File: config.mk
export PLATFORM = sky130hd
export DESIGN_NAME = alu_op_sequencer_flat
export DESIGN_NICKNAME = d
export VERILOG_FILES = /design/src/rtl/alu_op_sequencer_if.sv /design/src/rtl/alu_op_sequencer.sv /design/src/flat_wrapper.sv
export SDC_FILE = /design/constraint.sdc
export NUM_CORES = 1
export LEC_CHECK = 0
export ABC_CLOCK_PERIOD_IN_PS = 3900
export BUFFER_PORTS_ARGS = -buffer_cell sky130_fd_sc_hd__buf_2
export CORE_MARGIN = 2
export CORE_UTILIZATION = 39
export CTS_BUF_LIST = sky130_fd_sc_hd__clkbuf_2
export DETAILED_ROUTE_END_ITERATION = 7
export HOLD_SLACK_MARGIN = 0.12
export PLACE_DENSITY_LB_ADDON = 0.12
export SYNTH_ARGS = -nofsm -noshare
export SYNTH_HDL_FRONTEND = slang
export SYNTH_SLANG_ARGS = --single-unit
File: constraint.sdc
create_clock -name clock -period 3.9 [get_ports clock]
set_input_delay 0.78 -clock clock [delete_from_list [all_inputs] [get_ports clock]]
set_output_delay 0.78 -clock clock [all_outputs]
set_load 0.05 [all_outputs]
File: src/rtl/alu_op_sequencer_if.sv
// Operation request / result handshake bundle between the control unit and alu_op_sequencer.
// master = control unit side, slave = sequencer side.
interface alu_op_sequencer_if;
  logic        op_valid;
  logic        op_ready;
  logic [4:0]  op_code;
  logic [31:0] a_in;
  logic [31:0] b_in;
  logic [31:0] z_hi;
  logic [31:0] z_lo;
  logic        res_valid;
  logic        res_ready;
  logic        res_err;

  modport master (
    output op_valid, op_code, a_in, b_in, res_ready,
    input  op_ready, z_hi, z_lo, res_valid, res_err
  );

  modport slave (
    input  op_valid, op_code, a_in, b_in, res_ready,
    output op_ready, z_hi, z_lo, res_valid, res_err
  );
endinterface

File: src/rtl/alu_op_sequencer.sv
// Multi-cycle ALU front end: accepts one op, drives one-hot ALU controls for a per-class budget,
// captures the 64-bit result. Optional macro ALU_DIVZERO_TRAP_EN short-circuits DIV by zero.
module alu_op_sequencer #(
  parameter int SIMPLE_CYCLES = 1,
  parameter int MUL_CYCLES    = 4,
  parameter int DIV_CYCLES    = 8
) (
  input  logic                 clock,
  input  logic                 clear,
  alu_op_sequencer_if.slave    op_bus,
  output logic [31:0]          alu_a,
  output logic [31:0]          alu_b,
  output logic [13:0]          alu_ctl,
  input  logic [63:0]          alu_out_64,
  output logic                 busy
);

  localparam int MAX_MD     = (MUL_CYCLES > DIV_CYCLES) ? MUL_CYCLES : DIV_CYCLES;
  localparam int MAX_BUDGET = (MAX_MD > SIMPLE_CYCLES) ? MAX_MD : SIMPLE_CYCLES;
  localparam int CW         = (MAX_BUDGET > 1) ? $clog2(MAX_BUDGET) : 1;

  typedef enum logic [1:0] {IDLE, EXEC, DONE} state_t;

  state_t        state_reg, state_next;
  logic [4:0]    op_reg;
  logic [31:0]   a_reg, b_reg;
  logic [CW-1:0] cnt_reg;
  logic [CW-1:0] budget_m1;
  logic [31:0]   z_hi_reg, z_lo_reg;
  logic          res_err_reg;
  logic          accept;
  logic          div_trap;
  logic          op_illegal;
  logic          exec_active;

  assign accept     = (state_reg == IDLE) && op_bus.op_valid;
  assign op_illegal = (op_reg > 5'd13);

`ifdef ALU_DIVZERO_TRAP_EN
  assign div_trap = (op_bus.op_code == 5'd12) && (op_bus.b_in == 32'd0);
`else
  assign div_trap = 1'b0;
`endif

  // Budget is chosen from the incoming opcode; illegal codes fall into the simple class.
  always_comb begin
    budget_m1 = CW'(SIMPLE_CYCLES - 1);
    case (op_bus.op_code)
      5'd11:   budget_m1 = CW'(MUL_CYCLES - 1);
      5'd12:   budget_m1 = CW'(DIV_CYCLES - 1);
      default: budget_m1 = CW'(SIMPLE_CYCLES - 1);
    endcase
  end

  always_ff @(posedge clock) begin
    if (clear) state_reg <= IDLE;
    else       state_reg <= state_next;
  end

  always_comb begin
    state_next = state_reg;
    case (state_reg)
      IDLE:    if (op_bus.op_valid) state_next = div_trap ? DONE : EXEC;
      EXEC:    if (cnt_reg == '0) state_next = DONE;
      DONE:    if (op_bus.res_ready) state_next = IDLE;
      default: state_next = IDLE;
    endcase
  end

  always_comb begin
    op_bus.op_ready  = 1'b0;
    op_bus.res_valid = 1'b0;
    busy             = 1'b1;
    exec_active      = 1'b0;
    case (state_reg)
      IDLE: begin
        op_bus.op_ready = 1'b1;
        busy            = 1'b0;
      end
      EXEC:    exec_active = 1'b1;
      DONE:    op_bus.res_valid = 1'b1;
      default: busy = 1'b0;
    endcase
  end

  always_ff @(posedge clock) begin
    if (clear) begin
      op_reg      <= '0;
      a_reg       <= '0;
      b_reg       <= '0;
      cnt_reg     <= '0;
      z_hi_reg    <= '0;
      z_lo_reg    <= '0;
      res_err_reg <= 1'b0;
    end else begin
      if (accept) begin
        op_reg  <= op_bus.op_code;
        a_reg   <= op_bus.a_in;
        b_reg   <= op_bus.b_in;
        cnt_reg <= budget_m1;
        if (div_trap) begin
          z_hi_reg    <= '0;
          z_lo_reg    <= '0;
          res_err_reg <= 1'b1;
        end
      end
      if (state_reg == EXEC) begin
        if (cnt_reg == '0) begin
          z_hi_reg    <= alu_out_64[63:32];
          z_lo_reg    <= alu_out_64[31:0];
          res_err_reg <= op_illegal;
        end else begin
          cnt_reg <= cnt_reg - CW'(1);
        end
      end
    end
  end

  // Illegal codes never match any bit, so the ALU sees no control and yields zero.
  for (genvar gi = 0; gi < 14; gi++) begin : g_ctl
    assign alu_ctl[gi] = exec_active && (op_reg == 5'(gi));
  end

  assign alu_a          = a_reg;
  assign alu_b          = b_reg;
  assign op_bus.z_hi    = z_hi_reg;
  assign op_bus.z_lo    = z_lo_reg;
  assign op_bus.res_err = res_err_reg;

endmodule
File: src/flat_wrapper.sv
// flat-port wrapper written by rule: the top's interface ports become plain ports
module alu_op_sequencer_flat 
#(
  parameter int SIMPLE_CYCLES = 1,
  parameter int MUL_CYCLES    = 4,
  parameter int DIV_CYCLES    = 8
)
  (clock, clear, alu_a, alu_b, alu_ctl, alu_out_64, busy, op_bus_op_valid, op_bus_op_code, op_bus_a_in, op_bus_b_in, op_bus_res_ready, op_bus_op_ready, op_bus_z_hi, op_bus_z_lo, op_bus_res_valid, op_bus_res_err);
  alu_op_sequencer_if op_bus_i ();
  input  logic clock;
  input  logic clear;
  output logic [31:0] alu_a;
  output logic [31:0] alu_b;
  output logic [13:0] alu_ctl;
  input  logic [63:0] alu_out_64;
  output logic busy;
  input wire logic [$bits(op_bus_i.op_valid)-1:0] op_bus_op_valid;
  input wire logic [$bits(op_bus_i.op_code)-1:0] op_bus_op_code;
  input wire logic [$bits(op_bus_i.a_in)-1:0] op_bus_a_in;
  input wire logic [$bits(op_bus_i.b_in)-1:0] op_bus_b_in;
  input wire logic [$bits(op_bus_i.res_ready)-1:0] op_bus_res_ready;
  output wire logic [$bits(op_bus_i.op_ready)-1:0] op_bus_op_ready;
  output wire logic [$bits(op_bus_i.z_hi)-1:0] op_bus_z_hi;
  output wire logic [$bits(op_bus_i.z_lo)-1:0] op_bus_z_lo;
  output wire logic [$bits(op_bus_i.res_valid)-1:0] op_bus_res_valid;
  output wire logic [$bits(op_bus_i.res_err)-1:0] op_bus_res_err;
  assign op_bus_i.op_valid = op_bus_op_valid;
  assign op_bus_i.op_code = op_bus_op_code;
  assign op_bus_i.a_in = op_bus_a_in;
  assign op_bus_i.b_in = op_bus_b_in;
  assign op_bus_i.res_ready = op_bus_res_ready;
  assign op_bus_op_ready = op_bus_i.op_ready;
  assign op_bus_z_hi = op_bus_i.z_hi;
  assign op_bus_z_lo = op_bus_i.z_lo;
  assign op_bus_res_valid = op_bus_i.res_valid;
  assign op_bus_res_err = op_bus_i.res_err;
  alu_op_sequencer #(.SIMPLE_CYCLES(SIMPLE_CYCLES), .MUL_CYCLES(MUL_CYCLES), .DIV_CYCLES(DIV_CYCLES)) u_core (.clock(clock), .clear(clear), .op_bus(op_bus_i), .alu_a(alu_a), .alu_b(alu_b), .alu_ctl(alu_ctl), .alu_out_64(alu_out_64), .busy(busy));
endmodule
==> qor.yml <==
run_status:
  outcome: "finished, final reports clean"
power_and_ir_drop:
  leakage_nw: 3.282
  vdd_drop_max_v: 0.0002685
  total_power_mw: 4.679
  power_density_mw_per_mm2: 682.7
worst_hold_path:
  hp-class: "input port to flop"
placement:
  numPortBuffers: 282
  place.gp.congestion: 0.7261
  dp.final_hpwl_mm: 10.42
  place_inst: 1062
synth:
  yosysSeqAreaShare: 0.5498
  synth_seq_cells: 139
  synth_warnings: 0
  syn-num-nets: 794
  postSynthCellCount: 650
  synthAdderAreaFrac: 0.01731
  synth_simple_gate_area_share: 0.2346
  ys_types: 24
  synth_area_mm2: 0.005061
  synth_top_family_by_area: "simple AND/OR/NAND/NOR gates"
  syn_area_per_cell_um2: 7.786
  synth-xor-area-share: 0
  synth-compound-area-share: 0.1511
  synth.area.mux_share: 0.003956
floorplanning:
  initial_core_util: 0.4011
  fp.dieH_um: 117.9
  rows: 41
  die_w_um: 117.9
  die_area_mm2: 0.01390
  num_io_pins: 283
  core_area_mm2: 0.01262
detailed_routing:
  wl_per_cell_um: 13.26
  vias: 5124
  ant_nets: 0
  viasPerCell: 4.684
  drc: 0
  drt_iter0_drc: 399
  drtPass1Iterations: 4
  wl_mm: 14.50
cells_and_area:
  fin_nets: 1053
  final_common_cell: "buf_2"
  diodes: 0
  area_delta_synth_final_pct: 35.43
  layout_common_cells: "buf_2, nand2_1, dfxtp_1"
  drive_above_1_share: 0.3503
  fin_cells: 1094
clock_tree:
  path_clk_slew_ns: 0.20
  cts_made_buffers: 17
  ctsHoldBuffers: 0
  clk_path_buf_depth: 2
  cts_tree: "built"
  h-tree-depth: 4
  clock_sinks: 139
  cts_resized: 0
  post-cts-setup-buffers: 0
  worstSkewPairLatency_ns: 0.69
  cts-root-buf: "clkbuf_2"
grt:
  grtUsageTotal: 0.2073
  antenna_found_initial: 0
  grt_pass1_vias: 4770
  grt_pass1_wl_mm: 23.20
  grt_overflow: 0
  grt_start_max_net_pins: 81
setup_path:
  crit_arrival_ns: 2.38
  cp.required_ns: 3.12
  crit_type: "flop to primary output"
  crit_path_end_kind: "primary output"
  cp-start-kind: "flop"
  critPathMaxFanout: 6
sta:
  tightest_slew_ns: 0.7288
  finalHoldViolCount: 0
  fmax_mhz: 316.7
  rsz0062_at_grt: "no"
  finalCriticalPeriod_ns: 3.157
  maxSlewViolCount: 0
  relSlewSlack: 0.5130
  fin_crit_sh: 0.8096
  fin_tns_setup_ns: 0
  setup_viol: 0
  skew_ns: 0.01842
job:
  cap_violations: 0
==> cell type report <==
class,instances,area (um2)
clock buffer,18,90.09
clock inverter,14,201.4
fill,1263,5766
inverter,8,30.03
multi-input combinational,456,2071
sequential,139,2783
tap,172,215.2
timing repair buffer,287,1464
==> synthesized netlist by cell type <==
| library cell | instances | share of area |
|---|---|---|
| dfxtp_1 | 139 | 0.55 |
| a21o_1 | 1 | 0.0015 |
| a222oi_1 | 1 | 0.0020 |
| mux2i_1 | 2 | 0.0040 |
| nand2_1 | 270 | 0.20 |
| nand4b_1 | 1 | 0.0017 |
| ha_1 | 7 | 0.017 |
| inv_1 | 8 | 0.0059 |
| nor3_1 | 6 | 0.0059 |
| clkbuf_1 | 26 | 0.019 |
| or3b_4 | 1 | 0.0022 |
| nand3b_1 | 1 | 0.0015 |
| and2_1 | 2 | 0.0025 |
| buf_1 | 11 | 0.0082 |
| buf_2 | 10 | 0.0099 |
| nor4_1 | 1 | 0.0012 |
| or2_2 | 1 | 0.0012 |
| a21oi_1 | 133 | 0.13 |
| a2111oi_4 | 1 | 0.0054 |
| a211oi_1 | 6 | 0.0089 |
| nand2b_1 | 4 | 0.0049 |
| a311oi_1 | 1 | 0.0017 |
| nor2_1 | 16 | 0.012 |
| or3_1 | 1 | 0.0012 |
==> path summary, 6_finish.rpt <==
check	depth (start not counted)	start	endpoint	slack [ns]
min	3	op_bus_a_in[25]	u_core.alu_a[25]	0.29
max	6	u_core.state_reg[1]	alu_ctl[0]	0.74
max reg2reg	7	u_core.state_reg[1]	u_core.op_bus.z_lo[16]	1.66
min reg2reg	2	u_core.op_bus.z_lo[1]	u_core.op_bus.z_lo[1]	0.46
==> kinds of logic (layout without fill, tap and decap cells) <==
group / after synthesis / count (layout)
fa+ha+maj: 7 / 7
mux: 2 / 2
compound gates: 143 / 143
buf+inv: 55 / 327
flops: 139 / 139
simple gates: 304 / 304
==> metrics by stage <==
stage | worst slack (ns) | utilization | hold WS [ns] | cell area [um2]
5_1_grt | 0.4418 | 0.5431 | 0.1613 | 6854
6_report | 0.7425 | 0.5431 | 0.2894 | 6854
4_1_cts | 0.6261 | 0.5431 | 0.1915 | 6854
3_5_place_dp | 1.475 | 0.5200 | 0.4431 | 6563
3_3_place_gp | 1.515 | 0.5200 | 0.4387 | 6563
2_1_floorplan | 0.9781 | - | 0.4423 | 5061
==> power by group <==
| group | internal [mW] | total [mW] | switching, mW |
|---|---|---|---|
| clock | 0.480 | 0.988 | 0.508 |
| combinational | 0.433 | 1.91 | 1.48 |
| sequential | 1.66 | 1.78 | 0.121 |
| total | 2.57 | 4.68 | 2.11 |
==> layer usage <==
| layer | vias up | global-route usage | share of wire | wire length (um) |
|---|---|---|---|---|
| met1 | 2288 | 0.2406 | 0.41 | 5952 |
| li1 | 2610 | - | - | - |
| met2 | 204 | 0.3441 | 0.48 | 7026 |
| met4 | 0 | 0.08133 | 0.021 | 301 |
| met3 | 22 | 0.07994 | 0.084 | 1223 |
| met5 | - | 0 | 0 | 0 |
==> critical path, cell delays in order (launching register included) <==
cell      delay, ns
dfxtp_1        0.36
inv_1          0.12
ha_1           0.29
nand2b_1       0.12
or3_1          0.37
nor3_1         0.15
buf_2          0.29
No activity file was read; power rests on OpenSTA's default activity.
